<file path="src/rtl/reset_conditioner.sv">
// Turns the raw reset pushbutton into a synchronised, debounced, release-stretched active-low reset.
// Optional: define RST_COUNT_EN to add the saturating reset_count output.
module reset_conditioner #(
  parameter int SYNC_STAGES     = 2,
  parameter int DEBOUNCE_CYCLES = 1000,
  parameter int HOLD_CYCLES     = 256,
  parameter int CNT_W           = 16
) (
  input  logic       sysclk,
  input  logic       reset,
  input  logic       btn_raw,
  output logic       rst_n_out,
  output logic       busy
`ifdef RST_COUNT_EN
  ,
  output logic [7:0] reset_count
`endif
);

  typedef enum logic [1:0] {
    ST_RUN      = 2'd0,
    ST_DEBOUNCE = 2'd1,
    ST_ASSERT   = 2'd2,
    ST_HOLD     = 2'd3
  } state_t;

  localparam logic [CNT_W-1:0] DEB_LAST  = CNT_W'(DEBOUNCE_CYCLES - 1);
  localparam logic [CNT_W-1:0] HOLD_LAST = CNT_W'(HOLD_CYCLES - 1);

  logic [SYNC_STAGES-1:0] sync_q;
  logic                   btn_s;
  state_t                 state_q, state_d;
  logic [CNT_W-1:0]       cnt_q, cnt_d;
  logic                   rst_n_q, rst_n_d;
  logic                   busy_q, busy_d;

  assign btn_s     = sync_q[SYNC_STAGES-1];
  assign rst_n_out = rst_n_q;
  assign busy      = busy_q;

  always_ff @(posedge sysclk) begin
    if (reset) begin
      sync_q <= '0;
    end else begin
      sync_q <= {sync_q[SYNC_STAGES-2:0], btn_raw};
    end
  end

  // State, counter and output flops; outputs are registered from next-state values.
  always_ff @(posedge sysclk) begin
    if (reset) begin
      state_q <= ST_HOLD;
      cnt_q   <= '0;
      rst_n_q <= 1'b0;
      busy_q  <= 1'b1;
    end else begin
      state_q <= state_d;
      cnt_q   <= cnt_d;
      rst_n_q <= rst_n_d;
      busy_q  <= busy_d;
    end
  end

  always_comb begin
    state_d = state_q;
    cnt_d   = cnt_q;
    unique case (state_q)
      ST_RUN: begin
        if (btn_s) begin
          state_d = ST_DEBOUNCE;
          cnt_d   = '0;
        end
      end
      ST_DEBOUNCE: begin
        if (!btn_s) begin
          state_d = ST_RUN;
        end else if (cnt_q == DEB_LAST) begin
          state_d = ST_ASSERT;
        end else begin
          cnt_d = cnt_q + CNT_W'(1);
        end
      end
      ST_ASSERT: begin
        if (!btn_s) begin
          state_d = ST_HOLD;
          cnt_d   = '0;
        end
      end
      ST_HOLD: begin
        // A press during the stretch restarts it without needing a fresh debounce.
        if (btn_s) begin
          cnt_d = '0;
        end else if (cnt_q == HOLD_LAST) begin
          state_d = ST_RUN;
        end else begin
          cnt_d = cnt_q + CNT_W'(1);
        end
      end
      default: begin
        state_d = ST_HOLD;
        cnt_d   = '0;
      end
    endcase
  end

  always_comb begin
    rst_n_d = (state_d == ST_RUN) || (state_d == ST_DEBOUNCE);
    busy_d  = (state_d != ST_RUN);
  end

`ifdef RST_COUNT_EN
  logic [7:0] rcnt_q;

  function automatic logic [7:0] sat_inc8(input logic [7:0] v);
    return (v == 8'hFF) ? v : v + 8'd1;
  endfunction

  always_ff @(posedge sysclk) begin
    if (reset) begin
      rcnt_q <= 8'd0;
    end else if (state_q == ST_DEBOUNCE && state_d == ST_ASSERT) begin
      rcnt_q <= sat_inc8(rcnt_q);
    end
  end

  assign reset_count = rcnt_q;
`endif

endmodule

</file>
<file path="config.mk">
export PLATFORM = sky130hd
export DESIGN_NAME = reset_conditioner
export DESIGN_NICKNAME = d
export VERILOG_FILES = /design/src/rtl/reset_conditioner.sv
export SDC_FILE = /design/constraint.sdc
export NUM_CORES = 1
export LEC_CHECK = 0
export ABC_AREA = 1
export BUFFER_PORTS_ARGS = -buffer_cell sky130_fd_sc_hd__buf_2
export CAP_MARGIN = 30
export CORE_ASPECT_RATIO = 0.7
export CORE_UTILIZATION = 55
export CTS_BUF_LIST = sky130_fd_sc_hd__clkbuf_16
export CTS_CLUSTER_DIAMETER = 80
export DETAILED_ROUTE_END_ITERATION = 8
export GPL_TIMING_DRIVEN = 0
export PLACE_DENSITY = 0.72
export SLEW_MARGIN = 25
export SYNTH_ARGS = -nofsm -noshare
export SYNTH_HDL_FRONTEND = slang
export SYNTH_SLANG_ARGS = --single-unit
export TNS_END_PERCENT = 20
</file>
<file path="constraint.sdc">
create_clock -name sysclk -period 4.6 [get_ports sysclk]
set_input_delay 0.46 -clock sysclk [delete_from_list [all_inputs] [get_ports sysclk]]
set_output_delay 0.46 -clock sysclk [all_outputs]
set_load 0.02 [all_outputs]
</file>
==> impl_metrics.json, run 1 <==
{
  "clock-skew-final_ns": 0.00323,
  "cts-htree-levels": 1,
  "coreArea_sq_um": 2550,
  "die_h_um": 46.3,
  "async_reset_ff_share_pct": 0,
  "reg2reg_from": "cnt_q[0]",
  "required_ns": 4.72,
  "wl_met2_um": 1930,
  "grt_overflow": 0,
  "drtIter0Drc": 246,
  "wl_um": 4390,
  "critPathKind": "register to register",
  "gp_congestion": 1.01,
  "tns_ns": 0,
  "synthesis.nets": 250,
  "drive_gt1_share_pct": 11.9,
  "holdPathStages": 2,
  "synth_edf_count": 0,
  "ys_warn_count": 0,
  "dieArea_sq_um": 3030,
  "cts_sinks": 22,
  "initial_utilization_pct": 60.5,
  "io_buffers": 3,
  "synthCells": 246,
  "finalHoldViolCount": 0,
  "critPathCaptureType": "register",
  "post_cts_buffers": 0,
  "wl_met1_um": 1760,
  "slew_violations": 0,
  "synth-seq-cells": 22,
  "cts_tree": "yes",
  "vias": 1734,
  "ctsResizeCount": 0,
  "r2r_end": "cnt_q[6]",
  "synth_flop_cell": "dfxtp_1",
  "finalWorstSetupSlack_ns": 2.48,
  "clockRootBuffer": "clkbuf_16",
  "whs_ns": 0.405,
  "max_clock_freq_mhz": 472,
  "dr.pass1.iters": 8,
  "startpoint_type": "register",
  "synth_area_sq_um": 1540,
  "track_usage_pct": 30.9,
  "hold-path-endpoint": "sync_q[1]",
  "avgSynthCellArea_sq_um": 6.28,
  "vdd.ir_drop.worst_uv": 238,
  "row_count": 15,
  "setup_violations": 0,
  "hold_buffers": 0,
  "postPlaceCellArea_sq_um": 1600,
  "synth.distinct_cells": 28,
  "slew_headroom_pct": 63.7,
  "hp-start": "sync_q[0]",
  "synth_top_area_share_pct": 28.5,
  "final.fill_count": 234,
  "nNetsFinal": 258,
  "clockBufferDepth": 2,
  "antenna_found_initial": 0,
  "synth_area_leaders": "dfxtp_1 (29%), nand2_1 (16%), nand4_1 (9.3%)",
  "cts_buffers": 3,
  "route.detailed.drc": 0,
  "grt_pass1_wl_um": 6720,
  "cp_max_fo": 10,
  "avgViaCountPerCell": 6.04,
  "leakagePower_uw": 0.000707,
  "antenna_cells": 0,
  "die_x_um": 65.3,
  "timing.final.crit_share_pct": 46.0,
  "ant_nets": 0,
  "dp_hpwl_um": 3220,
  "dp_slack_ns": 2.52,
  "worst_slew_pin_slew_ns": 0.545,
  "wl_met3_um": 613,
  "io_pins": 5,
  "arrival_ns": 2.23,
  "path_clk_slew_ns": 0.06,
  "grt_max_degree": 13,
  "area_delta_synth_final_pct": 8.83,
  "cap_violations": 0,
  "design_area_sq_um": 1680,
  "rsz0062_at_grt": "false",
  "hold_path_class": "register to register",
  "power.density_nw_per_um2": 238,
  "grt_pass1_vias": 1422,
  "wl_per_cell_um": 15.3,
  "reg2reg_depth": 11,
  "maxUsedRoutingLayer": "met4",
  "yosysTopAreaCell": "dfxtp_1",
  "reg2reg_slack_ns": 2.48,
  "ys_seq_area_share_pct": 28.5,
  "status": "finished clean",
  "fin_crit_ns": 2.12,
  "clock_latency_ns": 0.26
}
## cells by family (layout without fill, tap and decap cells)
kind of cell / after synthesis / count (layout) / synth area share [%]
flip-flops: 22 / 22 / 28.5
adder cells (fa/ha/maj): 1 / 1 / 0.810
buffers and inverters: 43 / 50 / 11.6
AO/OA/AOI/OAI: 30 / 30 / 13.0
AND/OR/NAND/NOR: 150 / 150 / 46.1
## area by class of cell
type                       count  area [sq um]  area share, %
multi-input combinational    181           925           55.0
sequential                    22           440           26.2
inverter                      33           124           7.37
clock buffer                   3          75.1           4.47
buffer                        10          55.1           3.28
tap                           34          42.5           2.53
timing repair buffer           3          15.0          0.894
clock inverter                 1          3.75          0.223
## through the flow
step | utilization (%) | cells | power [uW]
finish | 65.8 | 287 | 401
CTS | 65.8 | 287 | 401
detailed placement | 62.7 | 283 | 218
global route | 65.8 | 287 | 409
floorplan | - | 246 | 213
global placement | 62.7 | 283 | 217
## per-layer routing
metal,vias up,track usage [%]
met2,116,47.6
met1,771,42.2
met4,0,9.57
met3,13,8.42
li1,834,-
met5,-,0
## critical path: stages (launching register included)
cell	delay (ns)
dfxtp_1	0.44
ha_1	0.37
nand3_2	0.16
inv_2	0.10
nand2_1	0.07
inv_2	0.08
nand3_2	0.07
nand2_2	0.19
nand3_4	0.15
buf_6	0.19
nand2_1	0.07
a21oi_1	0.07
## layout by cell type (no fill, tap or decap), types with 3 or more instances in the layout
| cell | netlist | layout |
|---|---|---|
| nor2_1 | 21 | 21 |
| o21ai_0 | 4 | 4 |
| clkbuf_16 | 0 | 3 |
| a21oi_1 | 14 | 14 |
| dfxtp_1 | 22 | 22 |
| clkbuf_1 | 5 | 5 |
| nand2_2 | 5 | 5 |
| nand3_1 | 26 | 26 |
| o21bai_1 | 3 | 3 |
| nand2_1 | 67 | 67 |
| buf_2 | 2 | 5 |
| inv_1 | 28 | 28 |
| nand4_1 | 23 | 23 |
| inv_2 | 5 | 5 |
| o2111a_1 | 3 | 3 |
## sequential cells by signal (all words and copies together), names as in the netlist
name	cells
cnt_q	16
state_q	2
sync_q	2
busy	1
rst_n_out	1
## how the worst max path moves through the flow
| stage | depth (start not counted) | to | startpoint | slack (ns) |
|---|---|---|---|---|
| 6_report | 11 | cnt_q[6] | cnt_q[0] | 2.48 |
| 5_1_grt | 11 | cnt_q[5] | cnt_q[0] | 2.32 |
| 4_1_cts | 11 | cnt_q[6] | cnt_q[0] | 2.51 |
| 3_5_place_dp | 11 | cnt_q[6] | cnt_q[0] | 2.52 |
| 3_3_place_gp | 11 | cnt_q[5] | cnt_q[0] | 2.57 |
| 2_1_floorplan | 11 | cnt_q[5] | cnt_q[0] | 2.86 |
## synth_stat cells (2+ instances only)
cell type and number:
o21bai_1 3, nand3_1 26, nand3_2 2, a211oi_1 2
a21oi_1 14, nand2_2 5, nor2_2 2, buf_4 2
inv_2 5, dfxtp_1 22, o2111a_1 3, nor2_1 21
clkbuf_1 5, nand2_1 67, inv_1 28, nand4_1 23
buf_2 2, o21ai_0 4
## power breakdown
part           internal, uW  switching (uW)  total, uW  leakage (uW)
Clock                   116            69.8        186     0.0000385
Sequential              193            2.94        196      0.000178
Combinational          5.57            12.8       18.4      0.000490
No activity file was read; power rests on OpenSTA's default activity.
==> run 2: changes to the inputs <==
==> constraint.sdc (replaced) <==
create_clock -name sysclk -period 2 [get_ports sysclk]
set_input_delay 0.2 -clock sysclk [delete_from_list [all_inputs] [get_ports sysclk]]
set_output_delay 0.2 -clock sysclk [all_outputs]
set_load 0.02 [all_outputs]
==> run 2 against run 1 <==
  * Utilization is 0.74 points higher
  * Largest power group unchanged
  * Clock skew is 0.00065 ns higher
  * Routed wire length is 0.78% higher
  * Die area stayed put
  * Global-route usage stayed put
  * Non-clock buffer count stayed put
  * Via count is 0.46% higher
  * First-iteration DRC count is 22% higher
  * Clock power is 130% higher
  * Cell count stayed put
  * Flip-flop and latch count stayed put
  * Critical path type unchanged
  * Critical endpoint unchanged
  * Sequential power is 130% higher
==> impl_metrics.json, run 2 (same netlist as run 1, synthesis figures left out) <==
{
  "drtIter0Drc": 300,
  "top_register": "cnt_q",
  "grt_overflow": 0,
  "grt_max_degree": 13,
  "slew_violations": 0,
  "clock_latency_ns": 0.26,
  "reg2reg_slack_ns": 0.10,
  "antenna_cells": 0,
  "clock-skew-final_ns": 0.00388,
  "dr.pass1.iters": 6,
  "antenna_found_initial": 0,
  "wl_um": 4420,
  "dp_hpwl_um": 3220,
  "clockBufferDepth": 2,
  "largest_register_ff_count": 16,
  "holdPathStages": 3,
  "cp_max_fo": 10,
  "startpoint_type": "register",
  "arrival_ns": 2.02,
  "drive_gt1_share_pct": 12.6,
  "track_usage_pct": 30.9,
  "hp-start": "btn_raw",
  "cp_top_family": "simple AND/OR/NAND/NOR gates",
  "cts-htree-levels": 1,
  "r2r_end": "cnt_q[6]",
  "final_common_cell": "nand2_1",
  "grt_pass1_vias": 1425,
  "path_clk_slew_ns": 0.06,
  "final.fill_count": 231,
  "avgViaCountPerCell": 6.07,
  "io_pins": 5,
  "layout.cells.non_filler": 287,
  "row_count": 15,
  "die_x_um": 65.3,
  "timing.critical_path.buf_inv": 1,
  "slowest_delay_ns": 0.43,
  "initial_utilization_pct": 60.5,
  "rsz0062_at_grt": "false",
  "ant_nets": 0,
  "clockRootBuffer": "clkbuf_16",
  "cts_buffers": 3,
  "required_ns": 2.12,
  "slowest_stage": "dfxtp_1",
  "path_cells": "ha_4 > nand3_1 > nor2_2 > nand2_2 > a21oi_4 > nand3_4 > buf_6 > nand2_1 > a21oi_1",
  "finalWorstSetupSlack_ns": 0.100,
  "setup_violations": 0,
  "critPathKind": "register to register",
  "area_delta_synth_final_pct": 10.0,
  "post_cts_buffers": 0,
  "leakagePower_uw": 0.000706,
  "critPathCaptureType": "register",
  "dp_slack_ns": -0.0837,
  "top_regs": "cnt_q: 16 flops, state_q: 2 flops, sync_q: 2 flops",
  "nNetsFinal": 258,
  "coreArea_sq_um": 2550,
  "reg2reg_from": "cnt_q[1]",
  "tns_ns": 0,
  "gp_congestion": 1.01,
  "timing.final.crit_share_pct": 95.0,
  "cts_sinks": 22,
  "status": "finished clean",
  "cap_violations": 0,
  "io_buffers": 3,
  "max_clock_freq_mhz": 526,
  "place_inst": 283,
  "grt_pass1_wl_um": 6710,
  "hold-path-endpoint": "sync_q[0]",
  "vdd.ir_drop.worst_uv": 547,
  "dieArea_sq_um": 3030,
  "whs_ns": 0.161,
  "slew_headroom_pct": 65.8,
  "die_h_um": 46.3,
  "finalHoldViolCount": 0,
  "reg2reg_depth": 9,
  "p_total_uw": 927,
  "fin_crit_ns": 1.90,
  "hold_path_class": "input port to register",
  "power.density_nw_per_um2": 546,
  "worst_slew_pin_slew_ns": 0.513,
  "wl_per_cell_um": 15.4,
  "route.detailed.drc": 0,
  "cts_tree": "yes",
  "vias": 1742,
  "mostFrequentLayoutCells": "nand2_1 (67), inv_1 (28), nand3_1 (26)"
}
[run 2: cell counts in the layout (fill, tap and decap cells not counted)]
No cell type changed its count.
[run 2: worst max-delay path by stage]
stage | start | slack [ns] | cells after the start | end
2_1_floorplan | cnt_q[0] | 0.26 | 11 | cnt_q[5]
3_3_place_gp | cnt_q[0] | -0.03 | 11 | cnt_q[5]
3_5_place_dp | cnt_q[0] | -0.08 | 11 | cnt_q[6]
4_1_cts | cnt_q[0] | 0.03 | 11 | cnt_q[6]
5_1_grt | cnt_q[1] | 0.005 | 11 | cnt_q[5]
6_report | cnt_q[1] | 0.10 | 9 | cnt_q[6]
[run 2: stage by stage]
| step | instance area [sq um] | utilization (%) |
|---|---|---|
| 3_3_place_gp | 1600 | 62.7 |
| 2_1_floorplan | 1540 | - |
| 5_1_grt | 1700 | 66.6 |
| 6_report | 1700 | 66.6 |
| 3_5_place_dp | 1600 | 62.7 |
| 4_1_cts | 1690 | 66.3 |
[run 2: final cells by class]
cell class              instances  area (sq um)  area share [%]
flip-flops and latches         22           442            26.0
clock buffers                   3          75.1            4.42
inverters                      33           124            7.29
multi-input cells             181           942            55.4
plain buffers                  10          55.1            3.24
repair buffers                  3          15.0           0.884
clock inverters                 1          3.75           0.221
well taps                      34          42.5            2.50
[run 2: power by group]
group | leakage (uW) | switching, uW | internal, uW
clock network | 0.0000385 | 162 | 267
logic | 0.000489 | 29.4 | 14.7
registers | 0.000178 | 8.51 | 445
[run 2: worst reg2reg max path, delay by kind of cell, from the launching register on]
family	cells	cell delay [ns]
AO/OA/AOI/OAI	2	0.34
AND/OR/NAND/NOR	5	0.58
buffers and inverters	1	0.19
flip-flops	1	0.43
adder cells (fa/ha/maj)	1	0.22
[run 2: routing by layer]
layer  global-route usage, %  wire length (um)  vias up
li1                        -                 -      833
met1                    42.5              1860      777
met2                    48.2              1960      115
met3                    7.18               526       17
met4                    9.57                80        0
met5                       0                 0        -
[run 2: timing repair]
action                                  CTS  global route
pin swaps                                 0             0
hold buffers                              0             0
gates resized for setup                   2             2
endpoints found under the setup margin   13            13
==> run 3: changes to the inputs <==
--- a/config.mk
+++ b/config.mk
@@ -5,16 +5,16 @@
 export SDC_FILE = /design/constraint.sdc
 export NUM_CORES = 1
 export LEC_CHECK = 0
-export ABC_AREA = 1
 export BUFFER_PORTS_ARGS = -buffer_cell sky130_fd_sc_hd__buf_2
 export CAP_MARGIN = 30
 export CORE_ASPECT_RATIO = 0.7
-export CORE_UTILIZATION = 55
+export CORE_UTILIZATION = 49
 export CTS_BUF_LIST = sky130_fd_sc_hd__clkbuf_16
 export CTS_CLUSTER_DIAMETER = 80
 export DETAILED_ROUTE_END_ITERATION = 8
 export GPL_TIMING_DRIVEN = 0
-export PLACE_DENSITY = 0.72
+export PLACE_DENSITY = 0.66
+export RECOVER_POWER = 25
 export SLEW_MARGIN = 25
 export SYNTH_ARGS = -nofsm -noshare
 export SYNTH_HDL_FRONTEND = slang
==> run 3 against run 2 <==
  * Synthesized cell count is 45% lower
  * First-iteration DRC count is 83% lower
  * Final area is 17% lower
  * Sequential power hardly changed
  * Largest power group unchanged
==> impl_metrics.json, run 3 <==
{
  "leakagePower_uw": 0.000519,
  "gp_congestion": 0.788,
  "critPathCaptureType": "register",
  "route.detailed.drc": 0,
  "cp-startpoint": "cnt_q[0]",
  "timing.final.crit_share_pct": 96.2,
  "multiInputGateArea_sq_um": 776,
  "status": "finished clean",
  "setup_violations": 0,
  "cap_violations": 0,
  "antenna_cells": 0,
  "critPathKind": "register to register",
  "path_clk_slew_ns": 0.06,
  "synthesis.nets": 140,
  "grt_max_degree": 12,
  "yosysMostFrequentCell": "dfxtp_1",
  "clock_latency_ns": 0.25,
  "row_count": 14,
  "dieArea_sq_um": 2670,
  "yosysTopAreaCell": "dfxtp_1",
  "cp_max_fo": 6,
  "nNetsFinal": 151,
  "worst_slew_pin_slew_ns": 0.464,
  "synth_edf_count": 0,
  "final.fill_count": 213,
  "ant_nets": 0,
  "cts_tree": "yes",
  "synth_flop_cell": "dfxtp_1",
  "grt_pass1_vias": 956,
  "path_cells": "ha_4 > nand2_4 > or3_4 > o311ai_4 > buf_4 > a21oi_1 > mux2i_1",
  "vdd.ir_drop.worst_uv": 418,
  "cts_sinks": 22,
  "r2r_end": "cnt_q[9]",
  "avgViaCountPerCell": 5.67,
  "antenna_found_initial": 0,
  "wl_um": 2580,
  "dp_hpwl_um": 1830,
  "track_usage_pct": 21.9,
  "initial_utilization_pct": 53.8,
  "design_area_sq_um": 1410,
  "die_h_um": 43.5,
  "synth_common_cells": "dfxtp_1 (22), nand2_1 (19), nand2b_1 (15)",
  "drive_gt1_share_pct": 17.2,
  "reg2reg_slack_ns": 0.08,
  "slowest_stage": "or3_4",
  "grt_pass1_wl_um": 4310,
  "slowest_delay_ns": 0.39,
  "reg2reg_from": "cnt_q[0]",
  "avgSynthCellArea_sq_um": 8.87,
  "drtIter0Drc": 52,
  "vias": 1004,
  "io_pins": 5,
  "area_delta_synth_final_pct": 17.0,
  "synth_top_area_share_pct": 36.5,
  "ys_seq_area_share_pct": 36.5,
  "startpoint_type": "register",
  "top_regs": "cnt_q: 16 flops, state_q: 2 flops, sync_q: 2 flops",
  "p_total_uw": 910,
  "synthCells": 136,
  "hold_buffers": 0,
  "required_ns": 2.13,
  "fin_crit_ns": 1.92,
  "power.density_nw_per_um2": 644,
  "clockRootBuffer": "clkbuf_16",
  "clock-skew-final_ns": 0.00356,
  "ys_warn_count": 0,
  "top_register": "cnt_q",
  "finalHoldViolCount": 0,
  "die_x_um": 61.3,
  "cts-htree-levels": 1,
  "dp_slack_ns": -0.114,
  "cts_buffers": 3,
  "hold_path_class": "input port to register",
  "synth_area_sq_um": 1210,
  "dr.pass1.iters": 4,
  "slew_violations": 0,
  "synth-seq-cells": 22,
  "reg2reg_depth": 7,
  "io_buffers": 4,
  "slew_headroom_pct": 69.1,
  "async_reset_ff_share_pct": 0,
  "finalWorstSetupSlack_ns": 0.0760,
  "coreArea_sq_um": 2240,
  "wl_per_cell_um": 14.5,
  "clockBufferDepth": 2,
  "synth_area_leaders": "dfxtp_1 (37%), mux2i_1 (12%), nand2b_1 (7.8%)",
  "synth.distinct_cells": 36,
  "arrival_ns": 2.06,
  "mostFrequentLayoutCells": "nand2_1 (18), dfxtp_1 (18), nand2b_1 (15)",
  "whs_ns": 0.161,
  "postPlaceCellArea_sq_um": 1270,
  "grt_overflow": 0,
  "largest_register_ff_count": 16,
  "register_area_sq_um": 445,
  "max_clock_freq_mhz": 520,
  "crit_path_end": "cnt_q[9]"
}
## run 3: cell count changes after synthesis, sizes merged, moves of 4 or more
| cell | previous run | this run |
|---|---|---|
| inv | 33 | 1 |
| nand2b | 0 | 15 |
| nand2 | 72 | 20 |
| a21oi | 16 | 12 |
| nand4 | 23 | 3 |
| mux2i | 0 | 14 |
| nand3 | 29 | 8 |
| nor2 | 24 | 2 |
## run 3: layout make-up
type,count,area share [%]
multi-input cells,107,55.0
flip-flops and latches,22,31.6
clock buffers,3,5.32
plain buffers,6,2.84
well taps,32,2.84
repair buffers,6,2.22
inverters,1,0.266
## run 3: how the worst min path moves through the flow
stage,startpoint,end,slack [ns],cells after the start
after global placement,btn_raw,sync_q[0],0.41,2
after global routing,btn_raw,sync_q[0],0.19,2
after CTS,btn_raw,sync_q[0],0.16,2
final,btn_raw,sync_q[0],0.16,2
after detailed placement,btn_raw,sync_q[0],0.42,2
after floorplan,reset,sync_q[0],0.27,1
## run 3: through the flow
step | std cells | TNS (ns) | utilization (%)
detailed placement | 172 | -0.838 | 56.5
floorplan | 136 | 0 | -
global placement | 172 | -0.211 | 56.5
finish | 177 | 0 | 62.9
CTS | 175 | -0.0457 | 60.1
global route | 177 | -0.0331 | 62.9
## run 3: cell families (layout without fill, tap and decap cells)
group / count (synthesis) / after routing / share of synthesized area (%)
AO/OA/AOI/OAI: 23 / 23 / 14.9
XOR/XNOR: 1 / 1 / 0.726
adder cells (fa/ha/maj): 1 / 1 / 1.04
buffers and inverters: 7 / 16 / 3.42
flip-flops: 22 / 22 / 36.5
multiplexers: 14 / 14 / 11.6
AND/OR/NAND/NOR: 68 / 68 / 31.7
## run 3: what timing repair did
item | CTS | global route
pin swaps | 1 | 4
setup endpoints to repair | 13 | 18
endpoints found under the hold margin | 0 | 0
setup buffers | 0 | 1
gates resized for setup | 2 | 14
cloned | 0 | 1
## run 3: per-layer routing
metal,share of wire [%],track usage [%]
met5,0,0
met4,0.85,2.73
met3,5.0,6.27
met2,44,35.2
met1,50,29.9
## run 3: where the power goes
part / switching (uW) / internal, uW / total [uW]
Sequential: 7.34 / 446 / 453
Clock: 148 / 264 / 412
Combinational: 26.5 / 18.1 / 44.5
Total: 182 / 728 / 910
## run 3: worst max-delay path, delay by kind of cell, from the launching register on
kind	cells	cell delay, ns
AOI/OAI and AO/OA	2	0.47
adders and majority gates	1	0.16
buffers and inverters	1	0.18
DFF	1	0.37
muxes	1	0.15
and+or+nand+nor	2	0.47
